**config.mk**
```make
export PLATFORM = sky130hd
export DESIGN_NAME = debounce_bank
export DESIGN_NICKNAME = d
export VERILOG_FILES = /design/src/rtl/debounce_bank.sv
export SDC_FILE = /design/constraint.sdc
export NUM_CORES = 1
export LEC_CHECK = 0
export BUFFER_PORTS_ARGS = -buffer_cell sky130_fd_sc_hd__buf_2
export CAP_MARGIN = 40
export CORE_UTILIZATION = 55
export CTS_CLUSTER_DIAMETER = 200
export CTS_CLUSTER_SIZE = 12
export DETAILED_ROUTE_END_ITERATION = 8
export PLACE_DENSITY = 0.76
export SETUP_SLACK_MARGIN = 0.05
export SYNTH_ARGS = -nofsm -noshare
export SYNTH_HDL_FRONTEND = slang
export SYNTH_SLANG_ARGS = --single-unit
export TNS_END_PERCENT = 100
```
**constraint.sdc**
```tcl
create_clock -name clk -period 2 [get_ports clk]
set_clock_uncertainty 0.1 [all_clocks]
set_input_delay 0.3 -clock clk [delete_from_list [all_inputs] [get_ports clk]]
set_output_delay 0.3 -clock clk [all_outputs]
set_load 0.01 [all_outputs]
```
**src/rtl/debounce_bank.sv**
```systemverilog
// ============================================================================
// debounce_bank : N_CH-channel 2-FF synchroniser + stability-counter debouncer
//                 with level, rise/fall pulses and busy flags.
// Optional auto-repeat pulses on rpt when AUTOREPEAT_EN is defined.
// Revision: 1.0
// ============================================================================
`default_nettype none

module debounce_bank #(
  parameter int N_CH          = 4,
  parameter int DB_CYCLES     = 100000,
  parameter int CNT_W         = $clog2(DB_CYCLES + 1),
  parameter bit INIT_LEVEL    = 1'b0,
  parameter int REPEAT_DELAY  = 50000000,
  parameter int REPEAT_PERIOD = 10000000
) (
  input  logic            clk,
  input  logic            rst_n,
  input  logic [N_CH-1:0] undeb,
  output logic [N_CH-1:0] deb,
  output logic [N_CH-1:0] rise,
  output logic [N_CH-1:0] fall,
  output logic [N_CH-1:0] busy,
  output logic [N_CH-1:0] rpt
);

  localparam logic [CNT_W-1:0] c_cnt_last = CNT_W'(DB_CYCLES - 1);

`ifdef AUTOREPEAT_EN
  localparam int RPT_MAX = (REPEAT_DELAY > REPEAT_PERIOD) ? REPEAT_DELAY : REPEAT_PERIOD;
  localparam int RPT_W   = $clog2(RPT_MAX + 1);
  localparam logic [RPT_W-1:0] c_rpt_first = RPT_W'(REPEAT_DELAY - 1);
  localparam logic [RPT_W-1:0] c_rpt_next  = RPT_W'(REPEAT_PERIOD - 1);
`endif

  logic [N_CH-1:0] r_s1;
  logic [N_CH-1:0] r_s2;

  always_ff @(posedge clk or negedge rst_n) begin
    if (!rst_n) begin
      r_s1 <= {N_CH{INIT_LEVEL}};
      r_s2 <= {N_CH{INIT_LEVEL}};
    end else begin
      r_s1 <= undeb;
      r_s2 <= r_s1;
    end
  end

  for (genvar i = 0; i < N_CH; i++) begin : g_ch
    logic [CNT_W-1:0] r_cnt;
    logic             r_deb;
    logic             r_rise;
    logic             r_fall;
    logic             w_accept;

    // A new level is taken on the DB_CYCLES-th consecutive mismatching sample.
    assign w_accept = (r_s2[i] != r_deb) && (r_cnt == c_cnt_last);

    always_ff @(posedge clk or negedge rst_n) begin
      if (!rst_n) begin
        r_cnt  <= '0;
        r_deb  <= INIT_LEVEL;
        r_rise <= 1'b0;
        r_fall <= 1'b0;
      end else begin
        r_rise <= 1'b0;
        r_fall <= 1'b0;
        if (r_s2[i] == r_deb) begin
          r_cnt <= '0;
        end else if (w_accept) begin
          r_cnt  <= '0;
          r_deb  <= r_s2[i];
          r_rise <= r_s2[i];
          r_fall <= ~r_s2[i];
        end else begin
          r_cnt <= r_cnt + 1'b1;
        end
      end
    end

    assign deb[i]  = r_deb;
    assign rise[i] = r_rise;
    assign fall[i] = r_fall;
    assign busy[i] = (r_cnt != '0);

`ifdef AUTOREPEAT_EN
    logic [RPT_W-1:0] r_rcnt;
    logic             r_armed;
    logic             r_rpt;

    // Countdown to the next repeat; armed only between an accepted rise and fall.
    always_ff @(posedge clk or negedge rst_n) begin
      if (!rst_n) begin
        r_rcnt  <= '0;
        r_armed <= 1'b0;
        r_rpt   <= 1'b0;
      end else if (w_accept && r_s2[i]) begin
        r_rcnt  <= c_rpt_first;
        r_armed <= 1'b1;
        r_rpt   <= 1'b0;
      end else if (w_accept) begin
        r_rcnt  <= '0;
        r_armed <= 1'b0;
        r_rpt   <= 1'b0;
      end else if (r_armed) begin
        if (r_rcnt == '0) begin
          r_rpt  <= 1'b1;
          r_rcnt <= c_rpt_next;
        end else begin
          r_rpt  <= 1'b0;
          r_rcnt <= r_rcnt - 1'b1;
        end
      end else begin
        r_rpt <= 1'b0;
      end
    end

    assign rpt[i] = r_rpt;
`else
    assign rpt[i] = 1'b0;
`endif
  end

endmodule

`default_nettype wire

```
==> summary.md <==
| Metric | Value |
|---|---|
| Status | complete, but fails checks |
| Failing checks | negative setup slack |
| Synth Flop Type | dfrtp_1 |
| Library cells used by synthesis | 32 |
| Most common cell after layout, fill and taps aside | dfrtp_1 |
| Most common cell on crit path | or4_4 |
| XOR/XNOR share of the synthesized area | about an eighth |
| Routed Antenna Nets | 0 |
| Die Wd | around 91 um |
| Effective utilization at floorplan | 58.4% |
| Static Leak | 2.14 nW |
| RSZ-0062 raised after global routing | true |
| Dpl ws | -0.153 ns |
| Setup tns final | -0.821 ns |
| Layout area overhead | 15.4% |
| Non-Filler Instances | 582 |
| Critical Path AT | 2.13 ns |
| First-pass GRT wire length | 14.9 mm |
| Adder-cell share of the synthesized area | 2.31% |
| #FFs+latches synth | approximately 90 |
| Largest net degree at the start of global routing | 45 |
| Via density | 5.62 |
| Internal reg-to-reg setup slack | 0.10 ns |
| Register area | ~0.0022 mm2 |
| Core Rows | 31 |
| Post-synthesis async set-or-reset flop share | 100% |
| Simple-gate share of the synthesized area | 26.1% |
| Most frequent cells in the layout | dfrtp_1 (86), nor2_1 (67), xnor2_1 (47), buf_4 (35), nand4_1 (28) |
| Clock buffer count from CTS | 9 |
| Max cap viols | 0 |
| Share of cells above drive strength 1 | a little under a fifth |
| Initial antenna violation count | 0 |
| Final Hold Vio Count | 0 |
| # nets final | 493 |
| Bufs on Longest Clock Path | 2 |
| Power density over cell area | 643 mW/mm2 |
| Fin worst setup slack | -0.528 ns |
| DR WL/cell | 14.6 um |
| Max-slew violation count | 0 |
| Compound-Gate Fraction of Synth Area | 1.30% |
| Vias in the first global route | 3259 |
| CP startpoint kind | flop |
| DR iter-0 viols | approximately 140 |
| Worst-path clk slew | 0.09 ns |
| Critical Path End Type | output port |
| Mux contribution to synthesized area | 1.04% |
| Worst EP required | 1.60 ns |
| Max rail drop VDD | 0.439 mV |
| Antenna Cells | 0 |
| Vias | 3270 |
| Final core utilization | 67.4% |
| H-tree Lvls | 3 |
| Final wirelength | 8.49 mm |
| Largest family of logic cells by synthesized area | simple AND/OR/NAND/NOR gates |
| Die Ht | approximately 91 um |
| GP Congestion | about 0.86 |
| Worst stage delay on the critical path | 0.54 ns |
| Fill cells | 558 |
| Synthesized area | 0.00433 mm2 |
| CTS root buf | clkbuf_8 |
| DRC | 0 |
| Final Cycle Share | 126% |
| Final Cell Area | 0.00499 mm2 |
| Crit path max fanout | 2 |
| HP Class | reg2reg |
| Worst skew pair latency | 0.36 ns |
| # clock sinks | 88 |
| Crit path kind | reg2out |
| Area post-placement | 0.00461 mm2 |
| Core ar. | 0.00741 mm2 |
| Syn_area_per_cell | between 10 and 15 um2 |
| Area occupied by multi-input gates | 0.00199 mm2 |
| Ys Warns | 0 |
| CTS tree | done |
| Ports | 26 |
| Post-route minimum period | around 2.5 ns |
| Final setup violation count | 4 |
| Post-Syn Instances | 432 |
| Post-synth EDFFs | 0 |
| Sequential-to-total area share from yosys stat | 50.9% |
| GR Util All Layers | 22.4% |
| Placed Cells | 553 |
| Crit-path cells | or4_4, nor4_4, nand4_1, or4_4, buf_6 |
| Slowest-stage cell, CP | or4_4 |
| Gr ovfl total | 0 |
| Hold WS | 0.251 ns |
| Fmax | 396 MHz |
| First-pass DRT Iterations | 5 |
| Die area | 0.00822 mm2 |
| Hpwl dp | 5.55 mm |
| Port Buffers | 21 |
| Tot Pwr | 3.21 mW |
==> where the power goes <==
part	leakage (nW)	switching (mW)	internal, mW	total, mW
Clock	0.0797	0.637	0.512	1.15
Sequential	1.20	0.0240	1.80	1.83
Combinational	0.865	0.127	0.104	0.231
==> path summary, 6_finish.rpt <==
path	depth (start not counted)	start	end
setup / recovery	5	g_ch[3].r_cnt[11]	busy[3]
hold / removal	0	r_s1[0]	r_s2[0]
setup reg to reg	5	g_ch[3].r_cnt[11]	g_ch[3].r_deb
hold reg to reg	0	r_s1[0]	r_s2[0]
max in group asynchronous	3	rst_n	g_ch[1].r_cnt[12]
min in group asynchronous	2	rst_n	g_ch[3].r_cnt[3]
==> critical path: cells and delay by family, from the launching register on <==
family        cells  cell delay [ns]
simple gates      4             1.24
flops             1             0.38
buf+inv           1             0.13
==> state kept, by name, summed over array words and instances (netlist names) <==
register and flops:
g_ch.r_fall 4, g_ch.r_rise 4, g_ch.r_cnt 68, r_s1 4, r_s2 4, g_ch.r_deb 4
==> logic make-up after synthesis <==
logic type,Yosys count
fa+ha+maj,8
buf+inv,43
flops,88
other cells,1
compound gates,6
simple gates,218
xor+xnor,64
mux,4
==> metal layers <==
layer,global-route usage (%),up-vias,routed length [um]
met2,37.2,87,4200
li1,-,1561,-
met5,0,-,0
met1,29.8,1609,3830
met3,3.70,13,341
met4,7.80,0,116
==> timing repair <==
action | in CTS | in global routing
setup endpoints to repair | 5 | 22
pin swaps | 8 | 5
hold endpoints to repair | 34 | 0
hold buffers | 5 | 0
gates resized for setup | 7 | 9
setup buffers | 8 | 1
==> synth_stat cells (all sizes together) (7+ instances only) <==
cell / n / share of area (%)
dfrtp: 88 / 51
nor2: 67 / 5.8
xnor2: 47 / 9.5
nor4: 29 / 4.5
nand4: 28 / 4.0
nand2: 27 / 2.3
buf: 21 / 3.4
nor3: 21 / 2.4
nand3: 19 / 2.2
xor2: 17 / 3.4
inv: 15 / 1.3
ha: 8 / 2.3
nor3b: 8 / 1.4
clkbuf: 7 / 0.64
==> area by class of cell <==
class	count	share of cell area, %
clock inverter	4	0.601
inverter	15	1.13
tap	99	2.48
clock buffer	11	3.03
timing repair buffer	61	8.79
sequential	88	44.1
multi-input combinational	304	39.8
Power figures use the tool's default switching activity.
